`src/rtl/pwm_pkg.sv`:
```
// pwm_pkg: shared constants for the PWM generator
package pwm_pkg;
    localparam int PWM_WIDTH = 10;
endpackage

```
`src/rtl/pwm_counter.sv`:
```
// pwm_counter: free-running wrap counter exposing its next value and a period-start strobe
module pwm_counter
    import pwm_pkg::*;
#(
    parameter int WIDTH = PWM_WIDTH
) (
    input  logic             clk,
    input  logic             rst_n,
    output logic [WIDTH-1:0] cnt_n,
    output logic             start
);
    logic [WIDTH-1:0] cnt_q;
    logic [WIDTH-1:0] cnt_d;
    // next count wraps all-ones -> 0; zero marks the start of a period
    always_comb begin
        cnt_d = cnt_q + 1'b1;
        cnt_n = cnt_d;
        start = cnt_d == '0;
    end
    // resets to all ones so the first edge after release begins a period
    always_ff @(posedge clk or negedge rst_n) begin
        if (!rst_n) cnt_q <= '1;
        else cnt_q <= cnt_d;
    end
endmodule

```
`src/rtl/pwm.sv`:
```
// pwm: edge-aligned PWM with per-period shadowed duty and registered output
module pwm
    import pwm_pkg::*;
#(
    parameter int WIDTH = PWM_WIDTH
) (
    input  logic             clk,
    input  logic             rst_n,
    input  logic [WIDTH-1:0] duty,
    output logic             PWM_sig
);
    logic [WIDTH-1:0] cnt_n;
    logic             start;
    logic [WIDTH-1:0] duty_q;
    logic [WIDTH-1:0] duty_d;
    logic             pwm_q;
    logic             pwm_d;

    pwm_counter #(.WIDTH(WIDTH)) u_counter (
        .clk   (clk),
        .rst_n (rst_n),
        .cnt_n (cnt_n),
        .start (start)
    );

    // live duty is taken only at period start; the compare uses the same value
    always_comb begin
        duty_d = start ? duty : duty_q;
        pwm_d  = cnt_n < duty_d;
    end
    // shadow duty and output flop; reset forces the output low at once
    always_ff @(posedge clk or negedge rst_n) begin
        if (!rst_n) begin
            duty_q <= '0;
            pwm_q  <= 1'b0;
        end else begin
            duty_q <= duty_d;
            pwm_q  <= pwm_d;
        end
    end

    assign PWM_sig = pwm_q;
endmodule

```
`config.mk`:
```
export PLATFORM = sky130hd
export DESIGN_NAME = pwm
export DESIGN_NICKNAME = d
export VERILOG_FILES = /design/src/rtl/pwm_pkg.sv /design/src/rtl/pwm_counter.sv /design/src/rtl/pwm.sv
export SDC_FILE = /design/constraint.sdc
export NUM_CORES = 1
export LEC_CHECK = 0
export CAP_MARGIN = 10
export CELL_PAD_IN_SITES_DETAIL_PLACEMENT = 0
export CELL_PAD_IN_SITES_GLOBAL_PLACEMENT = 2
export CORE_ASPECT_RATIO = 1.5
export CORE_MARGIN = 1.5
export CORE_UTILIZATION = 36
export CTS_BUF_LIST = sky130_fd_sc_hd__clkbuf_8 sky130_fd_sc_hd__clkbuf_16
export CTS_CLUSTER_DIAMETER = 100
export DETAILED_ROUTE_END_ITERATION = 8
export PLACE_DENSITY = 0.82
export SKIP_LAST_GASP = 1
export SLEW_MARGIN = 20
export SYNTH_ARGS = -nofsm -noshare
export SYNTH_HDL_FRONTEND = slang
export SYNTH_SLANG_ARGS = --single-unit
export TNS_END_PERCENT = 1
```
`constraint.sdc`:
```
create_clock -name clk -period 4 [get_ports clk]
set_clock_uncertainty 0.05 [all_clocks]
set_input_delay 0.4 -clock clk [delete_from_list [all_inputs] [get_ports clk]]
set_output_delay 0.4 -clock clk [all_outputs]
set_load 0.02 [all_outputs]
```
Yosys cells after proc, flatten, opt, wreduce, memory -nomap -nowiden --
Index checks and enable logic that the tools add are counted.
Storage, ports and cells: flip-flop bits (word level) 21, bits of input ports 12, output and inout bits 1, word-level logic and storage cells 7
Cells by class: add/sub/neg operators 1, magnitude comparators 1, multiplexer cells 1, reductions and logical operators 1
Operators with widths (number):
- $add 10x1->10 const B | 1
- $logic_not 10->1 | 1
- $lt 10x10->1 | 1
- $mux 10 | 1

Logic depth before layout (Yosys ltp) --
depth in word-level cells 4, depth in mapped cells 12, mapped depth without buffers 11

Modules after synthesis --
Synthesis repeated with hierarchy kept, for this count alone.
Second synthesis, totals: cell total of the unflattened synthesis 94, area total of the unflattened synthesis 1089.8 um2
By module, submodules not included:
- pwm | times used 1, cells each 54, area each 615.6 um2, sequential area each 275.3 um2
- pwm_counter | times used 1, cells each 40, area each 474.2 um2, sequential area each 262.8 um2

Worst setup path before layout --
OpenSTA, ideal clock, no wires.
path kind register -> register, from reg u_counter.cnt_q[0], to reg pwm_q, in the netlist PWM_sig, setup time 0.082 ns, arrival 2.892 ns, slack 0.977 ns, stages on the path, launching flop included 13, buffers on the path 1, clock period less this slack 3.023 ns, path through dfstp_2 -> ha_1 -> and3_1 -> and3_1 -> a41oi_1 -> buf_2 -> mux2i_1 -> ha_1 -> a21o_1 -> a21o_1 -> a2111oi_0 -> o21ai_0 -> a31oi_1
Between the ends: longest elaborated chain between the ends 4
RTL lines:
- from (decl) | line pwm_counter.sv:12 | logic [WIDTH-1:0] cnt_q;
- from (signal assigned) | line pwm_counter.sv:23 | else cnt_q <= cnt_d;
- $add 10x1->10 * | line pwm_counter.sv:16 | cnt_d = cnt_q + 1'b1;
- $logic_not 10->1 | line pwm_counter.sv:18 | start = cnt_d == '0;
- $mux 10 | line pwm.sv:28 | duty_d = start ? duty : duty_q;
- $lt 10x10->1 * | line pwm.sv:29 | pwm_d = cnt_n < duty_d;
- via pwm_d | line pwm.sv:17 | logic pwm_d;
- to (signal assigned) | line pwm.sv:38 | pwm_q <= pwm_d;
- to (decl) | line pwm.sv:16 | logic pwm_q;
Mark *: on every way through the listed nets, which the timed path passes. The rest lies on a longest branch.

Final worst setup path --
Same ends and word-level chain as after synthesis.

==> summary.txt <==
Synth
  – Synth unique cells: 31
  – Yosys reg bits: 21
  – Sequential area share after synthesis: 50.6%
  – Syn nets: 111
  – Mapped Avg Cell Area: 11.9 um^2
  – Yosys warning total: 0
  – Synthesized instance count: 89
  – Synthesized area: 1060 um^2

Clocking
  – Root buf cell: clkbuf_8
  – Skew-Pair Late Insertion Delay: 0.26 ns
  – Clock Path Buffers: 2
  – CTS Buf Count: 3
  – H-tree levels: 1
  – Number of gates resized after cts: 0
  – Clk sinks: 21
  – Clock tree from TritonCTS: yes
  – Reg clk slew, reported paths: 0.07 ns
  – Setup Buffers After CTS: 0
  – Hold buffer count at CTS: 0

Placed design
  – Setup WS pre-CTS: 0.756 ns
  – Post-Place Cells: 139
  – DP HPWL: 1.62 mm
  – PortBufs: 12
  – Final RePlAce weighted congestion: 0.822

Power and ir drop
  – Total Power: 0.383 mW
  – Maximum VDD drop: 0.156 mV
  – LEAKAGE: 0.657 nW
  – Pwr Density: 301 nW/um^2

STA
  – Setup violators final: 0
  – Final slew viol count: 0
  – Relative slew slack: 62.3%
  – RSZ-0062 raised after global routing: no
  – Setup WS post-layout: 0.769 ns
  – Slew of the pin with the lowest slew margin: 0.558 ns
  – Final Hold Fails: 0
  – Final Critical Period: 3.23 ns
  – Fmax: 310 MHz
  – Setup TNS: 0 ns
  – Final worst path period share: 80.8%

Setup path
  – Setup Crit Path Kind: reg -> reg
  – CP Data Arrival Time: 3.36 ns
  – R2r worst-path depth: 11
  – Critical Path RT: 4.13 ns
  – Critical path startpoint category: flip-flop
  – Worst-path fanout max: 5
  – Critical Path End Type: flip-flop

Hold path
  – Worst Hold Class: in -> async

Floorplan
  – Initial Util: 37.3%
  – Die width: 47.4 um
  – Die height: 69.6 um
  – FP Rows: 24
  – Core area: 2850 um^2
  – Die ar.: 3300 um^2
  – I/O pin total: 13

Detailed routing
  – DRT Wirelength: 2.00 mm
  – DRT Pass-1 Iters: 3
  – Via count: 708
  – Antenna Nets Post-Route: 0
  – DRC errors left: 0
  – DR vias/cell: 4.95
  – DR iter-0 viols: 10
  – Avg WL per Cell: 14.0 um

Finish
  – Final cell count without fillers: 143
  – Nets: 127
  – Area grow syn2layout: 19.5%
  – Commonest non-fill, non-tap cells in the layout: 11 x dfrtp_1, 11 x clkdlybuf4s50_1, 10 x inv_1, 10 x ha_1, 10 x dfstp_2
  – Share of cells above drive strength 1: 16.3%
  – Inserted Diodes: 0

Global route
  – Pin count of the biggest net entering global routing: 22
  – Grt ovf: 0
  – Vias in the first global route: 770
  – GRT Util Overall: 15.0%
  – First-pass GRT wire length: 3.52 mm
  – Initial antenna violation count: 0

Job
  – Max Cap Violations: 0

Run status
  – Status: completed
cell type report:
type / instances / area [um^2]
multi-input combinational: 56 / 479
clock buffer: 3 / 41.3
sequential: 21 / 538
fill: 268 / 1580
tap: 39 / 48.8
inverter: 10 / 37.5
timing repair buffer: 13 / 123
clock inverter: 1 / 3.75
logic make-up (layout without fill, tap and decap cells):
family | count (synthesis) | after routing | synth area share (%)
XOR/XNOR | 8 | 8 | 6.59
multiplexers | 10 | 10 | 9.76
adder cells (fa/ha/maj) | 10 | 10 | 11.8
AO/OA/AOI/OAI | 9 | 9 | 6.00
buffers and inverters | 12 | 27 | 4.35
AND/OR/NAND/NOR | 19 | 19 | 10.9
flip-flops | 21 | 21 | 50.6
synthesized netlist by cell type, drive strengths merged:
cell type / instances / share of area, %
mux2: 3 / 3.2
a31oi: 1 / 0.59
or3: 1 / 0.59
a2111oi: 1 / 0.82
o21a: 1 / 0.71
nor4: 1 / 0.59
or4: 1 / 0.71
nand4: 2 / 1.2
ha: 10 / 12
nand4b: 1 / 0.82
or4b: 1 / 0.94
a21o: 2 / 1.4
a41oi: 1 / 0.82
nand3: 3 / 1.4
clkbuf: 1 / 0.35
mux2i: 7 / 6.6
nor2: 1 / 0.35
o211ai: 1 / 0.71
o21ai: 1 / 0.47
dfstp: 10 / 25
xnor2: 3 / 2.5
nand2: 1 / 0.35
buf: 1 / 0.47
inv: 10 / 3.5
a21oi: 1 / 0.47
xor2: 5 / 4.1
nor3: 1 / 0.47
and3: 6 / 3.5
dfrtp: 11 / 26
worst paths after layout:
check                                        start            endpoint  slack, ns
max in group asynchronous                    rst_n  u_counter.cnt_q[8]       3.51
worst max-delay path            u_counter.cnt_q[0]             PWM_sig       0.77
worst max register to register  u_counter.cnt_q[0]             PWM_sig       0.77
worst min register to register  u_counter.cnt_q[0]  u_counter.cnt_q[0]       0.43
worst min-delay path                         rst_n           duty_q[2]       0.04
min in group clk                u_counter.cnt_q[0]  u_counter.cnt_q[0]       0.43
sequential cells by signal, summed over array words and instances, names as in the netlist:
name and flops:
PWM_sig 1, duty_q 10, u_counter.cnt_q 10
metrics by stage:
| step | hold WS (ns) | util (%) | cell area (um^2) |
|---|---|---|---|
| 4_1_cts | 0.428 | 44.7 | 1280 |
| 5_1_grt | 0.0753 | 44.6 | 1270 |
| 6_report | 0.0394 | 44.6 | 1270 |
| 2_1_floorplan | 0.0544 | - | 1060 |
| 3_3_place_gp | 0.403 | 43.2 | 1230 |
| 3_5_place_dp | 0.409 | 43.2 | 1230 |
critical path, cell delays in order, from the launching register on:
cell and delay, ns:
dfstp_2 0.39, ha_1 0.25, and3_1 0.20, and3_1 0.19, a41oi_1 0.50, mux2i_1 0.29, ha_1 0.29, a21o_1 0.16
a21o_1 0.17, a2111oi_0 0.37, o21ai_0 0.14, a31oi_1 0.15
per-layer routing:
| metal | global-route usage, % | wire length, um | up-vias |
|---|---|---|---|
| met1 | 18.3 | 816 | 346 |
| met4 | 6.48 | 44 | 0 |
| li1 | - | - | 349 |
| met2 | 24.8 | 1100 | 8 |
| met5 | 0 | 0 | - |
| met3 | 2.34 | 31 | 5 |
where the power goes:
group	internal, mW	leakage [nW]	switching, mW
sequential	0.218	0.230	0.00152
combinational	0.0163	0.401	0.0139
clock	0.0683	0.0269	0.0651
total	0.303	0.657	0.0806
(Power assumes the default switching activity.)
